**src/rtl/matmul_tile_sched.sv**
```systemverilog
// Tile-loop sequencer for the systolic matmul core: walks every output tile of
// C = I x W in row-major order, stepping k innermost, and drives BRAM reads and core control.
module matmul_tile_sched #(
  parameter int INNER_DIMENSION   = 4,
  parameter int BLOCK_SIZE        = 2,
  parameter int I_OUTER_DIMENSION = 6,
  parameter int W_OUTER_DIMENSION = 6,
  parameter int ADDR_WIDTH        = 14,
  parameter int IDX_WIDTH         = 8
) (
  input  logic                  clk,
  input  logic                  rst_n,
  input  logic                  start,
  output logic                  ready,
  output logic                  done,
  output logic                  in_enb,
  output logic [ADDR_WIDTH-1:0] in_addrb,
  output logic                  wb_enb,
  output logic [ADDR_WIDTH-1:0] wb_addrb,
  output logic                  core_en,
  output logic                  core_rst_n,
  output logic                  acc_clr,
  input  logic                  systolic_finish,
  input  logic                  accumulator_done,
  output logic                  tile_valid,
  output logic [IDX_WIDTH-1:0]  tile_row,
  output logic [IDX_WIDTH-1:0]  tile_col
);

  localparam int K_TILES   = INNER_DIMENSION / BLOCK_SIZE;
  localparam int ROW_TILES = I_OUTER_DIMENSION / BLOCK_SIZE;
  localparam int COL_TILES = W_OUTER_DIMENSION / BLOCK_SIZE;

  localparam logic [IDX_WIDTH-1:0]  K_LAST    = IDX_WIDTH'(K_TILES - 1);
  localparam logic [IDX_WIDTH-1:0]  ROW_LAST  = IDX_WIDTH'(ROW_TILES - 1);
  localparam logic [IDX_WIDTH-1:0]  COL_LAST  = IDX_WIDTH'(COL_TILES - 1);
  localparam logic [ADDR_WIDTH-1:0] K_TILES_A = ADDR_WIDTH'(K_TILES);

  if (K_TILES < 1 ||
      (INNER_DIMENSION % BLOCK_SIZE) != 0 ||
      (I_OUTER_DIMENSION % BLOCK_SIZE) != 0 ||
      (W_OUTER_DIMENSION % BLOCK_SIZE) != 0) begin : g_bad_params
    $error("matmul_tile_sched: dimensions must be non-zero multiples of BLOCK_SIZE");
  end

  typedef enum logic [2:0] {
    S_IDLE,
    S_FETCH,
    S_RUN,
    S_WAIT_ACC,
    S_TILE_DONE,
    S_FINISH
  } state_t;

  state_t state, state_nxt;

  logic [IDX_WIDTH-1:0] k, row, col;
  logic                 k_last, row_last, col_last;

  assign k_last   = (k == K_LAST);
  assign row_last = (row == ROW_LAST);
  assign col_last = (col == COL_LAST);

  always_ff @(posedge clk) begin
    if (!rst_n) begin
      state <= S_IDLE;
      k     <= '0;
      row   <= '0;
      col   <= '0;
    end else begin
      state <= state_nxt;
      case (state)
        S_IDLE: begin
          if (start) begin
            k   <= '0;
            row <= '0;
            col <= '0;
          end
        end
        S_RUN: begin
          if (systolic_finish && !k_last) k <= k + 1'b1;
        end
        S_TILE_DONE: begin
          k <= '0;
          // On the final tile both indices wrap so they never exceed their limits.
          if (col_last) begin
            col <= '0;
            row <= row_last ? '0 : row + 1'b1;
          end else begin
            col <= col + 1'b1;
          end
        end
        S_FINISH: row <= '0;
        default: ;
      endcase
    end
  end

  always_comb begin
    state_nxt = state;
    case (state)
      S_IDLE:      if (start) state_nxt = S_FETCH;
      S_FETCH:     state_nxt = S_RUN;
      S_RUN: begin
        if (systolic_finish) begin
          if (!k_last)               state_nxt = S_FETCH;
          else if (accumulator_done) state_nxt = S_TILE_DONE;
          else                       state_nxt = S_WAIT_ACC;
        end
      end
      S_WAIT_ACC:  if (accumulator_done) state_nxt = S_TILE_DONE;
      S_TILE_DONE: state_nxt = (row_last && col_last) ? S_FINISH : S_FETCH;
      S_FINISH:    state_nxt = S_IDLE;
      default:     state_nxt = S_IDLE;
    endcase
  end

  // Addresses follow the counters, so they stay put through RUN until k advances.
  always_comb begin
    ready      = 1'b0;
    done       = 1'b0;
    in_enb     = 1'b0;
    wb_enb     = 1'b0;
    core_en    = 1'b0;
    core_rst_n = 1'b0;
    acc_clr    = 1'b0;
    tile_valid = 1'b0;
    in_addrb   = ADDR_WIDTH'(k) + K_TILES_A * ADDR_WIDTH'(row);
    wb_addrb   = ADDR_WIDTH'(k) + K_TILES_A * ADDR_WIDTH'(col);
    tile_row   = row;
    tile_col   = col;
    case (state)
      S_IDLE: begin
        ready   = 1'b1;
        acc_clr = start;
      end
      S_FETCH: begin
        in_enb = 1'b1;
        wb_enb = 1'b1;
      end
      S_RUN: begin
        core_en    = 1'b1;
        core_rst_n = 1'b1;
      end
      S_TILE_DONE: begin
        tile_valid = 1'b1;
        acc_clr    = 1'b1;
      end
      S_FINISH: done = 1'b1;
      default: ;
    endcase
  end

endmodule
```
**config.mk**
```make
export PLATFORM = sky130hd
export DESIGN_NAME = matmul_tile_sched
export DESIGN_NICKNAME = d
export VERILOG_FILES = /design/src/rtl/matmul_tile_sched.sv
export SDC_FILE = /design/constraint.sdc
export NUM_CORES = 1
export LEC_CHECK = 0
export ABC_AREA = 1
export BUFFER_PORTS_ARGS = -buffer_cell sky130_fd_sc_hd__buf_2
export CORE_ASPECT_RATIO = 1.75
export CORE_MARGIN = 1.5
export CORE_UTILIZATION = 54
export CTS_CLUSTER_DIAMETER = 40
export DETAILED_ROUTE_END_ITERATION = 8
export PLACE_DENSITY = 0.81
export SLEW_MARGIN = 30
export SYNTH_ARGS = -nofsm -noshare
export SYNTH_HDL_FRONTEND = slang
export SYNTH_SLANG_ARGS = --single-unit
```
**constraint.sdc**
```tcl
create_clock -name clk -period 2.25 [get_ports clk]
set_input_delay 0.3375 -clock clk [delete_from_list [all_inputs] [get_ports clk]]
set_output_delay 0.3375 -clock clk [all_outputs]
set_load 0.1 [all_outputs]
```
==> results of run 1 <==
==> routing by layer <==
| metal | track usage | vias to the layer above | part of all wire |
|---|---|---|---|
| met4 | 0.1859 | 0 | 0.059 |
| met5 | 0 | - | 0 |
| li1 | - | 1322 | - |
| met2 | 0.5750 | 123 | 0.53 |
| met3 | 0.02318 | 37 | 0.048 |
| met1 | 0.3254 | 1279 | 0.36 |
==> critical path, delay by kind of cell (launching register included) <==
kind | cells | cell delay [ps]
AOI/OAI and AO/OA | 1 | 140
DFF | 1 | 370
buffers and inverters | 4 | 500
xor gates and xnor gates | 1 | 150
and+or+nand+nor | 1 | 90
adders and majority gates | 2 | 480
==> flip-flops by register name, indices dropped and copies added, names as in the netlist <==
signal and flops:
tile_row 8, tile_col 8, k 8, state 3
==> cell families after synthesis <==
group | Yosys count | share of synthesized area
other | 1 | 0.001575
and+or+nand+nor | 191 | 0.3468
adders and majority gates | 22 | 0.1219
buffers and inverters | 66 | 0.1251
AOI/OAI and AO/OA | 55 | 0.1261
DFF | 27 | 0.2270
xor gates and xnor gates | 14 | 0.05150
==> stage by stage <==
stage / total power [W] / setup TNS, ps / hold slack [ps] / instance area [µm²] / cells
floorplan: 0.001000 / -973.0 / 486.6 / 2788 / 383
global placement: 0.001052 / 0 / 496.3 / 3278 / 474
detailed placement: 0.001059 / 0 / 506.0 / 3278 / 474
CTS: 0.001339 / -156.5 / 384.4 / 3411 / 483
global route: 0.001393 / -804.4 / 386.0 / 3511 / 489
finish: 0.001338 / -350.7 / 386.8 / 3511 / 489
==> power by group through the flow <==
| stage | Clock (W) | Combinational (W) | Sequential, W |
|---|---|---|---|
| after floorplan | 0 | 0.000475 | 0.000525 |
| after global placement | 0 | 0.000543 | 0.000509 |
| after detailed placement | 0 | 0.000549 | 0.000510 |
| after CTS | 0.000291 | 0.000552 | 0.000497 |
| after global routing | 0.000312 | 0.000583 | 0.000498 |
| final | 0.000286 | 0.000556 | 0.000496 |
==> layout make-up <==
type / count / area, µm² / area share
clock buffer: 4 / 45.04 / 0.01283
tap: 49 / 61.31 / 0.01746
timing repair buffer: 68 / 619.3 / 0.1764
sequential: 27 / 605.6 / 0.1725
inverter: 51 / 193.9 / 0.05524
multi-input combinational: 290 / 1986 / 0.5656
==> timing repair <==
| item | 4_1_cts | 5_1_grt |
|---|---|---|
| pin swaps | 7 | 6 |
| cloned | 0 | 0 |
| setup buffers | 5 | 6 |
| gates resized for setup | 15 | 9 |
| endpoints found under the setup margin | 10 | 10 |
==> worst max-delay path by stage <==
stage / from / endpoint / slack (ps) / cells after the start
floorplan: tile_col[0] / wb_addrb[9] / -400 / 8
global placement: k[1] / wb_addrb[7] / 130 / 9
detailed placement: k[1] / wb_addrb[7] / 90 / 9
CTS: k[1] / wb_addrb[7] / -70 / 9
global route: tile_col[2] / wb_addrb[6] / -170 / 7
finish: k[1] / wb_addrb[7] / -90 / 9
==> layout by cell type, fill, tap and decap left out, drive strengths merged, types with 8 or more instances in the layout <==
cell type | synthesis | routed
a21oi | 32 | 32
buf | 14 | 68
conb | 1 | 8
dfxtp | 27 | 27
ha | 20 | 20
inv | 50 | 50
nand2 | 98 | 98
nand3 | 34 | 34
nor2 | 45 | 45
o21ai | 16 | 16
xor2 | 12 | 12
==> impl.org, run 1 <==
** Synthesis
- Cell type with the highest aggregate area in the netlist :: dfxtp_1
- The commonest cells after synthesis are nand2_1, inv_1, nor2_1.
- A synthesized cell averages 6.333 µm².
- Counting flops with an async set or reset pin after synthesis yields a share of 0.
- Number of synthesized flops with an enable pin :: 0
- The synthesized netlist occupies a cell area of 2381 µm².
- Count of cell types in the netlist :: 32
- Total number of yosys warnings :: 0
- The share of synthesized area in the top cell type comes to 0.2270.
- Among all cell types in the netlist, the one instantiated most often is nand2_1.
- Post-Syn Instances :: 376
- In the synthesized netlist the dominant register cell turns out to be dfxtp_1.
- By area the synthesized netlist is led by dfxtp_1, nand2_1, ha_1.
- For this run, the register share of the synthesized area comes to 0.2270.
- Count of state elements after synthesis :: 27

** Floorplan
- The floorplan step defined a core boundary enclosing 4189 µm².
- The floorplan has 31 rows.
- Pin placement for this block handled 57 I/O pins.
- The initial utilization of the core area, before any placement, comes to 0.5684.
- Vertical die dimension :: 90.84 µm
- The die covers 4832 µm².
- Die Wd :: 53.20 µm

** Critical path
- Walking the worst path, the cells encountered are ha_4 -> inv_2 -> fa_2 -> inv_2 -> nand4_1 -> o211ai_1 -> buf_4 -> xor2_4 -> buf_12.
- Flop2flop setup slack :: 560 ps
- RR Startpoint :: tile_col[0]
- Path type of the worst setup path :: register to primary output
- The largest individual stage delay along the critical path comes from the cell dfxtp_2.
- Register-to-Register Path Depth :: 8
- Max incr delay on CP :: 370 ps
- Critical Path Start Type :: register
- Endpoint of the worst register-to-register path :: tile_row[1]
- The worst setup path is captured at a primary output.
- Required time reported for the critical path endpoint :: 1910 ps
- Dominant cell type by count on the critical path :: inv_2
- Of all nets on the critical path, the largest fanout is 2.
- Arrival time at the worst endpoint :: 2000 ps

** Placed design
- Number of buffers added on ports :: 48
- Before CTS, the worst setup slack after placement is 90.75 ps.
- RePlAce Congestion :: 0.8853
- Detailed-placement wirelength estimate :: 5.330 mm

** Timing
- Unrepaired setup endpoints after global routing :: yes
- FMAX :: 427.1 MHz
- Share of the cycle needed by the critical path after routing :: 1.041
- Across the routed clock network, the largest skew measured is 3.403 ps.
- Final count of pins violating max slew :: 0
- Total setup violations reported at the end of the flow :: 6
- Subtracting the final worst setup slack from the clock period gives 2341 ps.
- Across all setup checks in the final design, the least slack found is -91.30 ps.
- Final hold violations :: 0

** Global routing
- The number of global-route vias before repair was 2742.
- Global-route wire length before repair :: 11.68 mm
- Pin count of the biggest net entering global routing :: 18
- Across every metal layer, demand over resource in global routing totals 0.3145.
- The total overflow left after global routing is 0.
- The number of antenna violations at the first check in global routing is 0.

** Status
- Status :: complete, but fails checks
- The checks that failed: negative setup slack.

** Power and ir drop
- Of the total power, the share spent switching nets is 0.4849.
- Combinational group share of total power :: 0.416
- Total internal power :: 0.0006894 W
- Summed over all cells, the static leakage comes to 1.566 nW.
- Clk network pwr share :: 0.214
- Portion of total power attributed to sequential cells :: 0.371
- Dividing total power by cell area gives a power density of 381.2 nW/µm².
- Across the VDD grid, the largest voltage drop is 0.0006231 V.
- Switch Pwr :: 0.0006490 W

** Clock tree
- Clock root buffer :: clkbuf_8
- Counting the buffers created by CTS gives 3.
- Worst skew pair latency :: 280 ps
- TritonCTS built the clock tree.
- Hold buffer count at cts :: 0
- In this run the number of H-tree levels came out at 1.
- Clock edge transition at the registers on the reported setup and hold paths :: 90 ps
- The longest clock path from root to sink contains 2 buffers.
- For this design, the sink count on the clock tree is 27.

** Route
- Iter 0 DRT Violations :: 99
- After detailed routing, the average wire length per cell comes to 15.12 µm.
- After detailed routing, the number of remaining DRC violations is 0.
- TritonRoute pass-1 iters :: 4
- Routed vias :: 2761
- DRT Wirelength :: 7.395 mm
- Routed via count divided by cell count :: 5.646
- Once detail routing completed, the nets flagged for antenna violations numbered 0.

** Cells and area
- The final layout contains 468 nets.
- 0 antenna diodes ended up in the layout.
- Count of fill cells added during filler insertion :: 269
- Layout cells sized above 1 :: 0.3364
- Compared with the post-synthesis result, the final layout area differs by 47.45%.
- Fraction of the core area covered by cells at the end of the flow :: 0.8381

** Flow run
- Maxcap violations :: 0

** Hold path
- Worst Hold Path Cells :: 4
- The path with the worst hold slack has its endpoint at state[1].
- In this run the most critical hold path is launched from systolic_finish.
- The worst hold path belongs to the class input pin to register.
Power figures use the tool's default switching activity.
==> run 2: changes to the inputs <==
Settings changed: BUFFER_PORTS_ARGS -buffer_cell sky130_fd_sc_hd__buf_2 to default, CORE_UTILIZATION 54 to 64, DONT_BUFFER_PORTS from default to 1.
==> run 2 against run 1 <==
Against the previous run:
- the run now fails in 5_1_grt
- synthesized cell count unchanged
- synthesized area stayed put
==> impl.org, run 2 <==
** Floorplan
- The total I/O pin count is 57 (unchanged).
- The initial standard-cell utilization of the core is 0.6628 (was 0.5684).
- Site row count :: 29 (was 31)
- Vertical die dimension :: 83.69 µm (was 90.84 µm)
- The die span in x was 49.11 µm (was 53.20 µm).

** Synthesis
- Area fraction in and, or, nand and nor cells after synthesis :: 0.3468 (unchanged)
- The area fraction in compound gates after synthesis came to 0.1261 (unchanged).
- The xor/xnor cell area share of the yosys netlist is 0.05150 (unchanged).
- Post-synthesis share of cell area spent on full adders, half adders and majority gates :: 0.1219 (unchanged)
- Post-synthesis sequential area ratio :: 0.2270 (unchanged)
- The number of enable flip-flop cells after synthesis is 0 (unchanged).
- Area contributors post-synth :: dfxtp_1, nand2_1, ha_1 (unchanged)
- Count of cell types in the netlist :: 32 (unchanged)
- The mux contribution to synthesized area was 0 (unchanged).
- Count of state elements after synthesis :: 27 (unchanged)
- Top cell types by occurrence after synthesis :: nand2_1, inv_1, nor2_1 (unchanged)
- Total number of yosys warnings :: 0 (unchanged)
- The largest family of logic cells by synthesized area is simple AND/OR/NAND/NOR gates (unchanged).
- The most frequently used cell type in the post-synthesis netlist is nand2_1 (unchanged).
- The combined area of all synthesized cells is 2381 µm² (unchanged).
- Cell type with the highest aggregate area in the netlist :: dfxtp_1 (unchanged)
- Share of the synthesized area in the top cell type :: 0.2270 (unchanged)
- The average size of a mapped cell came to 6.333 µm² (unchanged).
- The most frequently used flop master after synthesis was dfxtp_1 (unchanged).
- The fraction of registers with async set or reset after synthesis is 0 (unchanged).
- Post-Syn Instances :: 376 (unchanged)

** Status
- Status :: stopped before the end (was complete, but fails checks)
- First error in the log :: [ERROR GRT-0116] Global routing finished with congestion. Check the congestion regions in the DRC Viewer.
- Fail Step :: 5_1_grt

** Global routing
- Via count of the first global-routing pass :: 4090
- Global-route wire length before repair :: 23.49 mm
- Summed over all layers, the global routing overflow is 100.
- Total routing resource utilization after global routing :: 0.7534
- Entering global routing, the biggest net connects 18 pins.

** Clock tree
- The number of buffers added by the clock tree synthesis step is 3 (unchanged).
- The clock tree root buffer cell is clkbuf_8 (unchanged).
- The number of hold buffers added after CTS came to 0 (unchanged).
- Clock buffer depth :: 2 (unchanged)
- The number of clock sinks was 27 (unchanged).
- The H-tree depth is 1 (unchanged).

** Placed design
- The instance area at placement was 3324 µm² (was 3278 µm²).
- RePlAce Congestion :: 0.8962 (was 0.8853)
- Number of buffers added on ports :: 0 (was 48)
- The placed wire-length estimate is 7.283 mm (was 5.330 mm).
## run 2: cell counts after synthesis
No cell type changed its count.
## run 2: repair_timing
item | CTS
endpoints found under the setup margin | 10
resized for setup | 21
pin swaps | 12
buffers inserted | 5
## run 2: cells by family after synthesis
group	count (synthesis)
and+or+nand+nor	191
buffers and inverters	66
other	1
DFF	27
AOI/OAI and AO/OA	55
xor gates and xnor gates	14
adders and majority gates	22
## run 2: metal layers
metal  overflow  global-route usage
met2         54              0.9951
met1          1              0.7076
met3          1              0.4301
met4         44              0.9532
met5          0             0.01389
## run 2: metrics by stage
step	setup WS (ps)	std cells	TNS (ps)
2_1_floorplan	-400.3	383	-973.0
3_3_place_gp	150.5	461	0
3_5_place_dp	69.63	461	0
4_1_cts	-170.3	470	-694.7
==> run 3: changes to the inputs <==
Settings changed: CORE_ASPECT_RATIO 1.75 to default, CORE_UTILIZATION 64 to 40, CTS_CLUSTER_DIAMETER 40 to default, PLACE_DENSITY 0.81 to default, PLACE_DENSITY_LB_ADDON from default to 0.15.
==> run 3 against run 2 <==
Against the previous run:
- the flow now finishes, with violations (negative setup slack)
==> impl.org, run 3 (synthesis results as in run 1) <==
** Timing
- Measured against its own limit, the worst slew margin works out to 0.5723.
- Final hold violations :: 0
- The final number of max-transition violations is 0.
- Worst Setup Slack, final :: -50.92 ps
- Share of the cycle needed by the critical path after routing :: 1.023
- Post-route clock skew :: 6.584 ps
- Setup repair after global routing could not meet its margin everywhere.
- Worst hold slack across all endpoints :: 162.3 ps
- Final critical-path required period :: 2301 ps
- Setup violations remaining at the end of the flow were counted as 2.
- Worst Tran Pin Value :: 641.5 ps
- Based on the critical path, the design can be clocked at up to 434.6 MHz.

** Critical path
- The critical path contains buffers and inverters numbering 4 combined.
- In this design, the stage delay of the slowest critical-path cell is 370 ps.
- Largest delay contributor family on the critical path :: buffers and inverters
- Crit path max fanout :: 2
- Required time reported for the critical path endpoint :: 1910 ps
- For this design, the slowest cell found on the critical path is dfxtp_4.
- Arrival time at the worst endpoint :: 1960 ps
- Path type of the worst setup path :: register to primary output
- Traced cell by cell, the critical path runs through ha_4 -> inv_2 -> fa_2 -> inv_2 -> nand4_1 -> o211ai_1 -> buf_4 -> xor2_4 -> buf_12.
- Among the stages of the critical path, the cell type that occurs most often is inv_2.
- Critical Path Start Type :: register
- Endpoint type of the worst setup path :: primary output

** Route
- Dividing the detail-routed via count by the number of cells gives 5.036.
- Routed vias :: 2518
- Dividing the detail-routed wire length by the instance count gives 13.16 µm.
- The count of nets left with antenna violations once routing finished came out at 0.
- Before antenna repair, the detailed router went through 4 iterations.
- DRT Wirelength :: 6.579 mm
- The detailed router finished its first iteration with 152 violations.
- For this run, design rule violations remaining after detail routing come to 0.

** Clock tree
- CTS tree :: built
- The maximum count of clock buffers along a single path was 2 (unchanged).
- TritonCTS Buffers :: 3 (unchanged)
- The H-tree depth was 1 (unchanged).
- Hold buffer count at cts :: 0 (unchanged)
- Worst skew pair latency :: 280 ps
- The number of clock sinks is 27 (unchanged).
- After clock tree synthesis, the clock-pin slew on the worst setup and hold paths is 110 ps.
- Clock root buffer :: clkbuf_8 (unchanged)

** Cells and area
- Leading cell type in the layout, fill and taps excluded :: nand2_1
- Layout overhead on the synthesized area :: 52.60%
- In the final design database the tool counted 456 nets.
- Summing all non-filler instances in the final layout gives an area of 3633 µm².
- The number of antenna diodes in the final layout is 0.
- Leaving out fill and tap cells, the most frequent cells in the layout are nand2_1, inv_1, nor2_1.
- In the final layout, the share of cells above drive strength 1 is 0.3435.

** Power and ir drop
- Dividing total power by cell area gives a power density of 381.4 nW/µm².
- Standby leakage power :: 1.521 nW
- Overall power consumption :: 0.001386 W
- The worst-case IR drop observed on VDD is 0.0005613 V.

** Floorplan
- Site row count :: 27 (was 29)
- The die span in x came to 80.15 µm (was 49.11 µm).
- The total I/O pin count was 57 (unchanged).
- Initial Util :: 0.4246 (was 0.6628)
- Core Footprint :: 5608 µm²
- The die span in y came to 80.15 µm (was 83.69 µm).
- Die area :: 6424 µm²

** Global routing
- Pin count of the biggest net entering global routing :: 18
- Across every metal layer, demand over resource in global routing totals 0.2207.
- The first global-routing pass estimated 11.19 mm of wire.
- Overflow left after global routing :: 0
- The number of antenna violations at the first check in global routing came to 0.
- The number of global-route vias before repair was 2347.

** Placed design
- Pre-CTS setup slack :: 124.4 ps (was 69.63 ps)
- Number of buffers added on ports :: 0 (unchanged)
- DP Area :: 3349 µm² (was 3324 µm²)
- The placer congestion estimate came to 0.9132 (was 0.8962).
- Detailed-placement wirelength estimate :: 5.200 mm (was 7.283 mm)

** Hold path
- In this run the worst hold path is classified as input pin to register.

** Status
- Status :: complete, but fails checks (was stopped before the end)
- The checks that failed: negative setup slack.

** Flow run
- Maxcap violations :: 0
-- run 3: metal layers --
metal / up-vias / global-route usage / share of wire
li1: 1291 / - / -
met1: 1141 / 0.3069 / 0.46
met2: 80 / 0.3622 / 0.46
met3: 6 / 0.02500 / 0.066
met4: 0 / 0.05345 / 0.0099
met5: - / 0 / 0
-- run 3: cell type report --
cell class	instances	area, µm²
clock inverters	1	7.507
clock buffers	3	41.29
multi-input cells	290	2044
repair buffers	56	651.9
fillers	492	1974
well taps	72	90.09
flip-flops and latches	27	604.3
inverters	51	193.9
-- run 3: worst paths after layout --
check	startpoint	endpoint	slack, ps	cells past startpoint
worst max-delay path	tile_col[0]	wb_addrb[7]	-50	9
worst min-delay path	rst_n	k[5]	160	2
worst max register to register	tile_col[0]	tile_row[6]	360	8
worst min register to register	k[0]	k[0]	510	1
-- run 3: power by group --
group          leakage, nW  switching, W  internal, W
clock               0.0217      0.000171     0.000126
combinational         1.27      0.000466     0.000124
sequential           0.234     0.0000240     0.000475
total                 1.52      0.000661     0.000725
-- run 3: through the flow --
| step | TNS [ps] | utilization | std cells |
|---|---|---|---|
| finish | -81.22 | 0.6479 | 500 |
| global route | -385.1 | 0.6479 | 500 |
| CTS | -177.3 | 0.6198 | 494 |
| detailed placement | 0 | 0.5973 | 486 |
| global placement | 0 | 0.5973 | 486 |
| floorplan | -973.0 | - | 383 |
-- run 3: what timing repair did --
item                       CTS  global route
resized for setup           13            23
hold endpoints to repair     0             0
setup buffers                4             6
pin swaps                   11            11
setup endpoints to repair    9             9
==> run 4: changes to the inputs <==
Settings changed: CORE_MARGIN 1.5 to 2.
==> run 4 against run 3 <==
Against the previous run:
- the run still ends with negative setup slack left
- clock skew is 3.0 ps higher
- sequential power hardly changed
- non-clock buffer count is 5 lower
- wire length is 1.4% lower
- register-to-register slack better by 50 ps
- cell area is 2.7% lower
- worst setup slack better by 39 ps
- global-route usage is 1.0 points lower
- first-iteration DRC count is 12% higher
- via count is 0.32% higher
==> impl.org, run 4 (synthesis results as in run 1) <==
** Status
- Status: complete, but fails checks (unchanged).
- Violated checks :: negative setup slack (unchanged)

** Timing
- The fraction of the cycle the final worst path needs came to 1.005 (was 1.023).
- Total setup violations reported at the end of the flow :: 1 (was 2)
- The relative max-transition margin was 0.5622 (was 0.5723).
- The clock tree skew after final layout is 9.544 ps (was 6.584 ps).
- The hold violation total from the final report was 0 (unchanged).
- The post-layout worst setup margin was -11.67 ps (was -50.92 ps).
- The worst hold margin is 167.8 ps (was 162.3 ps).
- Unrepaired setup endpoints after global routing :: yes (unchanged)
- Final count of pins violating max slew :: 0 (unchanged)
- FMAX :: 442.2 MHz (was 434.6 MHz)
- The time the final worst path needs with I/O delays and setup is 2262 ps (was 2301 ps).
- Worst Tran Pin Value :: 656.7 ps (was 641.5 ps)

** Power and ir drop
- Standby leakage power :: 1.518 nW (was 1.521 nW)
- The maximum resistive drop on vdd came to 0.0006076 V (was 0.0005613 V).
- The power per cell area came to 387.6 nW/µm² (was 381.4 nW/µm²).

** Floorplan
- Vertical die dimension :: 81.15 µm (was 80.15 µm)
- The die span in x came to 81.15 µm (was 80.15 µm).
- Initial Util :: 0.4070 (was 0.4246)
- The total I/O pin count is 57 (unchanged).
- Die area :: 6585 µm² (was 6424 µm²)
- The standard-cell row count came to 28 (was 27).
- Core Footprint :: 5851 µm² (was 5608 µm²)

** Critical path
- The arrival time of the worst setup path was 1920 ps (was 1960 ps).
- The critical path's top delay family is adder cells (was buffers and inverters).
- Critical Path Start Type :: register (unchanged)
- The capture instance of the worst register-to-register path is tile_row[1] (was tile_row[6]).
- The most common cell type on the critical path is inv_2 (unchanged).
- Worst path bufs/invs :: 4 (unchanged)
- The delay of the slowest cell on the worst path came to 370 ps (about the same).
- The depth of the most critical reg-to-reg path is 8 (unchanged).
- Endpoint type of the worst setup path :: primary output (unchanged)
- Required time reported for the critical path endpoint :: 1910 ps (about the same)
- Slowest cell on the critical path :: dfxtp_4 (unchanged)
- Path type of the worst setup path :: register to primary output (unchanged)
- Flop2flop setup slack :: 410 ps (was 360 ps)
- Critical-path cell list :: ha_4 -> inv_2 -> fa_2 -> inv_2 -> nand4_1 -> o211ai_1 -> buf_4 -> xor2_4 -> buf_12 (unchanged)
- The maximum fanout count along the critical path came to 2 (unchanged).
- The reg-to-reg critical path startpoint was tile_col[0] (unchanged).

** Flow run
- Maxcap violations :: 0 (unchanged)

** Cells and area
- The most common library cell in the layout ignoring fill and taps was nand2_1 (unchanged).
- Highest-count cells in the layout ignoring fill and taps: nand2_1, inv_1, nor2_1 (unchanged).
- The number of nets in the layout came to 451 (was 456).
- The number of non-filler instances in the completed layout came to 498 (was 500).
- Layout cells sized above 1 :: 0.3168 (was 0.3435)
- Count of fill cells added during filler insertion :: 523 (was 492)
- The diode insertion count for antenna repair is 0 (unchanged).
- The signed area change from the synthesized netlist to the final layout came to 48.55% (was 52.60%).

** Global routing
- The number of antenna violations at the first check in global routing was 0 (unchanged).
- Overflow left after global routing :: 0 (unchanged)
- The pin count of the biggest net entering global routing was 19 (was 18).
- Via count of the first global-routing pass :: 2297 (was 2347)
- Global-route wire length before repair :: 10.93 mm (was 11.19 mm)
- Total routing resource utilization after global routing :: 0.2105 (was 0.2207)

** Route
- The remaining antenna violation count after routing was 0 (unchanged).
- DRT Wirelength :: 6.488 mm (was 6.579 mm)
- The count of vias placed by the detailed router is 2526 (was 2518).
- The initial detailed-routing violation count is 170 (was 152).
- The length of the first detailed-routing pass in iterations was 5 (was 4).
- The number of vias per cell after detailed routing is 5.072 (was 5.036).
- Residual DRC count :: 0 (unchanged)
- Avg WL per Cell :: 13.03 µm (was 13.16 µm)

** Placed design
- Number of buffers added on ports :: 0 (unchanged)
- The number of placed instances, taps included came to 489 (was 486).
- RePlAce Congestion :: 0.8890 (was 0.9132)
- The worst slack at placement was 153.5 ps (was 124.4 ps).
- The placed wire-length estimate is 5.093 mm (was 5.200 mm).

** Clock tree
- The H-tree depth is 1 (unchanged).
- Worst skew pair latency :: 280 ps (about the same)
- Clock root buffer :: clkbuf_8 (unchanged)
- The clock tree from TritonCTS was built (unchanged).
- The maximum count of clock buffers along a single path was 2 (unchanged).
- TritonCTS Buffers :: 3 (unchanged)
- Clock edge transition at the registers on the reported setup and hold paths :: 100 ps (was 110 ps)
- The number of clock sinks is 27 (unchanged).

** Hold path
- Worst Hold Path Cells :: 2 (unchanged)
- Launch point of the worst hold path :: rst_n (unchanged)
- Min-Delay Path Class :: input pin to register (unchanged)
- Hold Crit Endpoint :: k[5] (unchanged)
==> run 4: changes by cell type in the layout (fill, tap and decap cells not counted), moves of 2 or more <==
cell,delta
buf_4,-4
ha_1,+3
ha_4,-2
nand2_1,+2
nand2_2,-2
==> run 4: cell type report <==
| type | count | area (µm²) | area share |
|---|---|---|---|
| multi-input cells | 290 | 1988 | 0.5621 |
| repair buffers | 51 | 610.6 | 0.1726 |
| flip-flops and latches | 27 | 604.3 | 0.1709 |
| inverters | 51 | 193.9 | 0.05483 |
| well taps | 75 | 93.84 | 0.02653 |
| clock buffers | 3 | 41.29 | 0.01167 |
| clock inverters | 1 | 5.005 | 0.001415 |
==> run 4: worst max path at each step <==
stage	from	end	cells after the start
6_report	tile_col[0]	wb_addrb[7]	9
5_1_grt	k[1]	wb_addrb[7]	9
4_1_cts	k[1]	in_addrb[7]	7
3_5_place_dp	k[1]	wb_addrb[7]	9
3_3_place_gp	k[1]	wb_addrb[7]	9
2_1_floorplan	tile_col[0]	wb_addrb[9]	8
==> run 4: timing repair <==
| action | CTS | global route |
|---|---|---|
| hold buffers | 0 | 0 |
| buffers inserted | 3 | 2 |
| resized for setup | 16 | 9 |
| cloned | 0 | 0 |
| endpoints found under the setup margin | 9 | 9 |
| pin swaps | 6 | 9 |
==> run 4: layer usage <==
metal | global-route usage | share of wire | vias up
li1 | - | - | 1288
met1 | 0.3043 | 0.48 | 1167
met2 | 0.3347 | 0.47 | 65
met3 | 0.02667 | 0.047 | 6
met4 | 0.04576 | 0.0082 | 0
met5 | 0 | 0 | -
==> run 4: power breakdown <==
part / internal [W] / switching, W / leakage [nW]
clock: 0.000124 / 0.000164 / 0.0255
sequential: 0.000475 / 0.0000231 / 0.234
combinational: 0.000121 / 0.000464 / 1.26
==> run 4: metrics by stage <==
stage | utilization | setup TNS [ps] | total power [W] | cell area, µm²
global route | 0.6046 | -375.7 | 0.001449 | 3537
detailed placement | 0.5731 | 0 | 0.001096 | 3353
floorplan | - | -973.0 | 0.001000 | 2788
CTS | 0.5956 | -81.04 | 0.001375 | 3485
global placement | 0.5731 | 0 | 0.001092 | 3353
finish | 0.6046 | -11.67 | 0.001371 | 3537
==> run 4: worst register-to-register path: cells and delay by family (launching register included) <==
family                   cells  cell delay (ps)
AO/OA/AOI/OAI                2              490
adder cells (fa/ha/maj)      1              150
buffers and inverters        2              370
flip-flops                   1              370
AND/OR/NAND/NOR              3              370
